### config.mk
export PLATFORM = sky130hd
export DESIGN_NAME = matrix_sequencer
export DESIGN_NICKNAME = d
export VERILOG_FILES = /design/src/rtl/matrix_sequencer_pkg.sv /design/src/rtl/matrix_sequencer.sv
export SDC_FILE = /design/constraint.sdc
export NUM_CORES = 1
export LEC_CHECK = 0
export CORE_AREA = 2 2 265 267
export DETAILED_ROUTE_END_ITERATION = 6
export DIE_AREA = 0 0 267 269
export PLACE_DENSITY = 0.48
export SLEW_MARGIN = 20
export SYNTH_ARGS = -nofsm -noshare
export SYNTH_HDL_FRONTEND = slang
export SYNTH_SLANG_ARGS = --single-unit
### constraint.sdc
create_clock -name Clk -period 17 [get_ports Clk]
set_input_delay 5.1 -clock Clk [delete_from_list [all_inputs] [get_ports Clk]]
set_output_delay 5.1 -clock Clk [all_outputs]
set_load 0.02 [all_outputs]
### src/rtl/matrix_sequencer_pkg.sv
// rtl/matrix_sequencer_pkg.sv - shared widths, lane counts and FSM encoding for the matrix sequencer
package matrix_sequencer_pkg;

  localparam int bitLength       = 32;
  localparam int inputPortCount  = 4;
  localparam int outputPortCount = 4;
  localparam int addressLength   = 8;
  localparam int timeoutCycles   = 64;

  typedef enum logic [2:0] {
    S_IDLE     = 3'd0,
    S_ISSUE    = 3'd1,
    S_WAIT_MUL = 3'd2,
    S_ACCUM    = 3'd3,
    S_DRAIN    = 3'd4,
    S_SETTLE   = 3'd5,
    S_RESULT   = 3'd6,
    S_CLEAR    = 3'd7
  } seq_state_e;

endpackage

### src/rtl/matrix_sequencer.sv
// rtl/matrix_sequencer.sv - sequences dot-product beats through the multiplier/adder accelerator
module matrix_sequencer
  import matrix_sequencer_pkg::*;
#(
  parameter int IN_PORTS  = inputPortCount,
  parameter int OUT_PORTS = outputPortCount,
  parameter int BIT_LEN   = bitLength,
  parameter int ADDR_LEN  = addressLength,
  parameter int TIMEOUT   = timeoutCycles
) (
  input  logic                        Clk,
  input  logic                        Rst,
  input  logic                        job_valid,
  output logic                        job_ready,
  input  logic [IN_PORTS*BIT_LEN-1:0] job_mult,
  input  logic [IN_PORTS*BIT_LEN-1:0] job_mcand,
  input  logic [ADDR_LEN-1:0]         job_addr,
  input  logic                        job_direct,
  input  logic [OUT_PORTS-1:0]        job_add_mask,
  input  logic                        job_last,
  output logic                        res_valid,
  input  logic                        res_ready,
  output logic [2*BIT_LEN-1:0]        res_data,
  output logic                        res_err,
  output logic [IN_PORTS-1:0]         mStart,
  output logic [IN_PORTS*BIT_LEN-1:0] multiplier_input,
  output logic [IN_PORTS*BIT_LEN-1:0] multiplicand_input,
  output logic [ADDR_LEN-1:0]         AddressSelect,
  output logic                        direct,
  output logic [OUT_PORTS-1:0]        Add,
  output logic                        finalAdd,
  output logic                        acc_clr,
  input  logic [IN_PORTS-1:0]         mReady,
  input  logic [2*BIT_LEN-1:0]        finalAccumulate
);

  localparam int TW = $clog2(TIMEOUT + 1);
  localparam int CW = $clog2(OUT_PORTS + 2);

  seq_state_e                  state_q, state_d;
  logic [TW-1:0]               timer_q, timer_d;
  logic [CW-1:0]               cnt_q, cnt_d;
  logic [IN_PORTS*BIT_LEN-1:0] mult_q, mult_d, mcand_q, mcand_d;
  logic [ADDR_LEN-1:0]         addr_q, addr_d;
  logic                        direct_q, direct_d, last_q, last_d;
  logic [OUT_PORTS-1:0]        add_mask_q, add_mask_d, add_q, add_d;
  logic [IN_PORTS-1:0]         mstart_q, mstart_d;
  logic                        final_add_q, final_add_d, acc_clr_q, acc_clr_d;
  logic                        ready_q, ready_d, res_valid_q, res_valid_d, res_err_q, res_err_d;
  logic [2*BIT_LEN-1:0]        res_data_q, res_data_d;

  always_ff @(posedge Clk or posedge Rst) begin
    if (Rst) begin
      state_q     <= S_IDLE;
      timer_q     <= '0;
      cnt_q       <= '0;
      mult_q      <= '0;
      mcand_q     <= '0;
      addr_q      <= '0;
      direct_q    <= 1'b0;
      last_q      <= 1'b0;
      add_mask_q  <= '0;
      add_q       <= '0;
      mstart_q    <= '0;
      final_add_q <= 1'b0;
      acc_clr_q   <= 1'b0;
      ready_q     <= 1'b0;
      res_valid_q <= 1'b0;
      res_err_q   <= 1'b0;
      res_data_q  <= '0;
    end else begin
      state_q     <= state_d;
      timer_q     <= timer_d;
      cnt_q       <= cnt_d;
      mult_q      <= mult_d;
      mcand_q     <= mcand_d;
      addr_q      <= addr_d;
      direct_q    <= direct_d;
      last_q      <= last_d;
      add_mask_q  <= add_mask_d;
      add_q       <= add_d;
      mstart_q    <= mstart_d;
      final_add_q <= final_add_d;
      acc_clr_q   <= acc_clr_d;
      ready_q     <= ready_d;
      res_valid_q <= res_valid_d;
      res_err_q   <= res_err_d;
      res_data_q  <= res_data_d;
    end
  end

  always_comb begin
    state_d    = state_q;
    timer_d    = timer_q;
    cnt_d      = cnt_q;
    mult_d     = mult_q;
    mcand_d    = mcand_q;
    addr_d     = addr_q;
    direct_d   = direct_q;
    last_d     = last_q;
    add_mask_d = add_mask_q;
    res_err_d  = res_err_q;
    res_data_d = res_data_q;
    case (state_q)
      S_IDLE: begin
        if (job_valid && ready_q) begin
          mult_d     = job_mult;
          mcand_d    = job_mcand;
          addr_d     = job_addr;
          direct_d   = job_direct;
          add_mask_d = job_add_mask;
          last_d     = job_last;
          state_d    = S_ISSUE;
        end
      end
      S_ISSUE: begin
        timer_d = '0;
        state_d = S_WAIT_MUL;
      end
      S_WAIT_MUL: begin
        if (&mReady) begin
          state_d = S_ACCUM;
        end else begin
          timer_d = timer_q + TW'(1);
          // A timed-out job still produces a result so the requester is never left waiting.
          if (timer_d == TW'(TIMEOUT)) begin
            res_err_d  = 1'b1;
            res_data_d = '0;
            state_d    = S_RESULT;
          end
        end
      end
      S_ACCUM: begin
        cnt_d   = '0;
        state_d = last_q ? S_DRAIN : S_IDLE;
      end
      S_DRAIN: begin
        if (cnt_q == CW'(OUT_PORTS - 1)) begin
          cnt_d   = '0;
          state_d = S_SETTLE;
        end else begin
          cnt_d = cnt_q + CW'(1);
        end
      end
      S_SETTLE: begin
        if (cnt_q == CW'(1)) begin
          res_data_d = finalAccumulate;
          res_err_d  = 1'b0;
          state_d    = S_RESULT;
        end else begin
          cnt_d = cnt_q + CW'(1);
        end
      end
      S_RESULT: begin
        if (res_ready) begin
          res_err_d  = 1'b0;
          res_data_d = '0;
          state_d    = S_CLEAR;
        end
      end
      S_CLEAR: state_d = S_IDLE;
      default: state_d = S_IDLE;
    endcase

    // Strobes are decoded from the next state so each flop lines up with its state cycle.
    mstart_d    = {IN_PORTS{state_d == S_ISSUE}};
    add_d       = (state_d == S_ACCUM) ? add_mask_q : '0;
    final_add_d = (state_d == S_DRAIN);
    acc_clr_d   = (state_d == S_CLEAR);
    ready_d     = (state_d == S_IDLE);
    res_valid_d = (state_d == S_RESULT);
  end

  assign job_ready          = ready_q;
  assign res_valid          = res_valid_q;
  assign res_err            = res_err_q;
  assign res_data           = res_data_q;
  assign mStart             = mstart_q;
  assign multiplier_input   = mult_q;
  assign multiplicand_input = mcand_q;
  assign AddressSelect      = addr_q;
  assign direct             = direct_q;
  assign Add                = add_q;
  assign finalAdd           = final_add_q;
  assign acc_clr            = acc_clr_q;

endmodule
After elaboration in Yosys (flattened, before gate mapping)
Cells that the tools add are included.
- register bits: 357
- input port bits: 342
- output and inout bits: 342
- word-level logic and storage cells: 74
- add/subtract/negate cells: 2
- equal/unequal tests: 20
- multiplexer cells: 24
- reductions and logical operators: 11
- operators with widths (cell ; number):
    $mux 64 ; 4
    $pmux 64 s3 ; 1
    $mux 3 ; 9
    $pmux 3 s8 ; 1
    $eq 3x3->1 const B ; 7
    $pmux 7 s2 ; 1
    $eq 3x2->1 const B ; 4
    $ne 2x2->1 const B ; 5
    $eq 3x1->1 const B ; 3
    $pmux 3 s3 ; 1
    $add 7x1->7 const B ; 1
    $eq 7x7->1 const B ; 1
    $mux 7 ; 1
    $logic_not 3->1 ; 2
    $reduce_and 2->1 ; 3
    $reduce_bool 3->1 ; 2
    $reduce_and 5->1 ; 1
    $mux 1 ; 4
    $mux 4 ; 1
    $reduce_and 4->1 ; 1
    $add 3x1->3 const B ; 1
    $pmux 1 s3 ; 1
    $reduce_bool 2->1 ; 1
    $logic_and 1x1->1 ; 1

Longest topological paths before layout
- word-level depth: 7
- mapped depth: 9

Worst setup path before layout
No wires, ideal clock.
- path kind: in2reg
- from: in job_valid
- to: reg mcand_q[100], in the netlist multiplicand_input[100]
- setup time: 0.125 ns
- arrival: 6.166 ns
- data required time: 16.875 ns
- slack: 10.709 ns
- cell stages on the path: 6
- path buffers: 3
- path through: nand2_1 nor4_1 buf_2 buf_2 buf_4 mux2_2
- longest elaborated chain between the ends: 2
- ends and longest elaborated chain (what ; line ; RTL):
    start: declaration ; matrix_sequencer.sv:13 ; input logic job_valid,
    $logic_and 1x1->1 ; matrix_sequencer.sv:106 ; if (job_valid && ready_q) begin
    $reduce_and 2->1 (no line) ; n/a ;
    end signal: assignment ; matrix_sequencer.sv:76 ; mcand_q <= mcand_d;
    end: declaration ; matrix_sequencer.sv:43 ; logic [IN_PORTS*BIT_LEN-1:0] mult_q, mult_d, mcand_q, mcand_d;
Every way passes these cells.
A chain may end at the register's enable or synchronous reset.

Worst setup path in the final report
- from: in job_valid
- to: reg mult_q[47], in the netlist multiplier_input[47]
- longest elaborated chain between the ends: 2
- ends and longest elaborated chain (what ; line ; RTL):
    $logic_and 1x1->1 ; matrix_sequencer.sv:106 ;
    $reduce_and 2->1 (no line) ; n/a ;
    end signal: assignment ; matrix_sequencer.sv:75 ; mult_q <= mult_d;
    end: declaration ; matrix_sequencer.sv:43 ;
Every way passes these cells.

==> results by group <==
Drt
  • Via density: 3.87
  • Antenna Nets Post-Route: 0
  • TritonRoute pass-1 iters: 4
  • DRC errors left: 0
  • Vias: 9718
  • Final WL: 45.7 mm
  • Starting DRC count in detailed routing: 357
  • Wire per inst: 18.2 um

Clock network
  • CTS root buffer: clkbuf_16
  • CTS Hold Buffers Added: 0
  • Worst-path clk slew: 50 ps
  • CTS tree: built
  • PostCTS Resize Cnt: 0
  • Clock Sinks: 357
  • TritonCTS buffer count: 43
  • H-tree depth: 2
  • Max clock buf depth: 3
  • Skew-Pair Late Insertion Delay: 550 ps
  • Post-CTS setup buffers: 0

Layout
  • Layout area overhead: 68.0%
  • Commonest non-fill, non-tap cells in the layout: clkdlybuf4s50_1 (683), dfrtp_1 (357), mux2_2 (270)
  • Most common cell after layout, fill and taps aside: clkdlybuf4s50_1
  • Proportion of layout cells with a drive suffix above 1: 22.3%
  • # fillers: 6841
  • Seq. cell area: 8930 um2
  • # nets final: 1882
  • Final core occ: 32.7%
  • Multi-input logic area: 4230 um2

Yosys
  • Async SR Flop Fraction: 100%
  • Yosys warns: 0
  • Post-synthesis cell area: 13500 um2
  • Average size of a mapped cell: 16.0 um2
  • Post-synth EDFFs: 0
  • Net Count, Synth: 1193
  • Seq/Total Area, Yosys: 66.2%
  • Synth cell types: 42
  • Post-Syn Instances: 846
  • Yosys reg bits: 357
  • Main synth FF type: dfrtp_1

Timing
  • Fin crit period: 7880 ps
  • Fmax: 0.127 GHz
  • Final setup fails: 0
  • Skew final: 10.5 ps
  • Final Hold Vio Count: 0
  • RSZ-0062 raised after global routing: no
  • Worst Tran Pin Value: 952 ps
  • Period utilisation layout: 46.4%
  • Final max-slew violation count: 0
  • Final worst slack: 9120 ps
  • Setup TNS: 0 ps
  • Slew headroom: 36.5%

Floorplan
  • Core ar.: 69300 um2
  • # rows: 97
  • Initial core utilization: 19.5%
  • Io pins: 684
  • Chip width: 267 um
  • Die ar.: 71800 um2
  • Die height: 269 um

Worst setup path
  • Setup crit end kind: flip-flop
  • Setup slack, reg-to-reg: 13480 ps
  • Crit Path Category: in -> reg
  • Crit-path max FO: 154
  • Element type at the critical path start: input port
  • Crit path from: job_valid
  • CP max stage delay: 600 ps
  • Top delay family on crit path: buffers and inverters
  • Slowest cell on the critical path: buf_12
  • CP required: 17430 ps
  • Crit path to: multiplier_input[47]
  • RR Endpoint: multiplier_input[47]
  • Critical path arrival: 8310 ps
  • R2R Path Start: state_q[2]
  • WP depth: 7
  • Bufs and invs on worst path: 4
  • Worst Reg-to-Reg Cells: 5
  • CP dominant cell by count: buf_4
  • CP Cell Sequence: clkdlybuf4s50_1 > nand2_1 > nor4_2 > buf_4 > buf_4 > buf_12 > mux2_2

Power and ir drop
  • Reg power frac: 33.5%
  • Power per cell area: 185 nW/um2
  • Clock power share: 21.6%
  • Combinational power share: 44.8%
  • Sw Ratio: 34.7%
  • Switching Power: 0.00145 W
  • Internal power: 0.00274 W
  • Worst VDD drop: 0.0936 mV
  • Leak: 9.25 nW

Global routing
  • Initial antenna violation count: 1
  • Pin count of the biggest net entering global routing: 155
  • First-pass GRT wire length: 66.0 mm
  • GR Overflow Total: 0
  • GRT Total Usage: 12.0%
  • Number of global-route vias before repair: 10300

Run
  • Max-cap violations: 0

Place
  • IO Port Bufs: 683
  • HPWL after detailed placement: 33.7 mm
  • Gpl congestion: 0.759
  • Placement Setup Slack: 8550 ps

Min path
  • Hold Crit Class: reg -> reg

Outcome
  • Status: completed
-- power groups by stage --
stage / combinational (W) / clock (W) / sequential (W)
after floorplan: 0.000574 / 0 / 0.00181
final: 0.00188 / 0.000906 / 0.00141
after global placement: 0.00189 / 0 / 0.00141
after CTS: 0.00191 / 0.000949 / 0.00141
after detailed placement: 0.00190 / 0 / 0.00142
after global routing: 0.00199 / 0.000983 / 0.00146
-- synthesized netlist by cell type (2+ instances only) --
cell type  number  area share (%)
buf_4          22             1.2
o21ai_0        11            0.41
buf_2          19            0.70
nand2b_1        3            0.14
nor2b_1         4            0.19
buf_6           6            0.50
nand2_1        17            0.47
and3_1          3            0.14
nor2_1         12            0.33
ha_1            5            0.46
dfrtp_1       357              66
a21oi_1         7            0.26
nand3_1         2           0.074
inv_1           6            0.17
nor3_1          2           0.074
nand4_1         2           0.093
clkbuf_1        2           0.056
a21o_1          2            0.11
a211oi_1        3            0.17
nand3b_1        2            0.11
mux2_2        270              23
and2_1          5            0.23
a22o_1         64             4.2
xor2_1          2            0.13
-- how the worst min path moves through the flow --
stage	start	to	cells after the start
after global placement	add_mask_q[1]	Add[1]	1
after global routing	add_mask_q[1]	Add[1]	1
after detailed placement	add_mask_q[1]	Add[1]	1
final	add_mask_q[1]	Add[1]	1
after floorplan	add_mask_q[0]	Add[0]	1
after CTS	add_mask_q[1]	Add[1]	1
-- logic make-up (layout without fill, tap and decap cells) --
family,after synthesis,after routing,synth area share (%)
flip-flops,357,357,66.2
multiplexers,270,270,22.5
AO/OA/AOI/OAI,96,96,5.59
AND/OR/NAND/NOR,60,60,2.41
buffers and inverters,55,776,2.65
adder cells (fa/ha/maj),5,5,0.463
XOR/XNOR,3,3,0.195
other,0,1,0
-- registers in the layout, indices dropped and copies added, names as in the netlist --
signal              cells
Add                     4
AddressSelect           8
acc_clr                 1
add_mask_q              4
cnt_q                   3
direct                  1
finalAdd                1
job_ready               1
last_q                  1
mStart                  1
multiplicand_input    128
multiplier_input      128
res_data               64
res_err                 1
res_valid               1
state_q                 3
timer_q                 7
-- stage by stage --
step / cell area [um2] / std cells / power [W] / hold WS (ps)
5_1_grt: 22700 / 2508 / 0.00443 / 506
4_1_cts: 22700 / 2507 / 0.00427 / 481
3_5_place_dp: 21300 / 2430 / 0.00332 / 468
3_3_place_gp: 21300 / 2430 / 0.00330 / 464
2_1_floorplan: 13500 / 846 / 0.00238 / 449
6_report: 22700 / 2508 / 0.00419 / 479
-- per-layer routing --
metal | routed length [um] | part of all wire [%] | track usage (%)
met1 | 17300 | 38 | 13.6
met2 | 23900 | 52 | 21.5
met3 | 3280 | 7.2 | 3.63
met4 | 1250 | 2.7 | 4.19
met5 | 0 | 0 | 0
-- area by class of cell --
type                            count  area share (%)
Clock inverter                      6           0.276
Antenna cell                        1          0.0110
Inverter                            6           0.132
Tap cell                          940            5.18
Sequential cell                   357            39.4
Multi-Input combinational cell    434            18.7
Clock buffer                       71            5.83
Timing Repair Buffer              693            30.5
(Power assumes the default switching activity.)
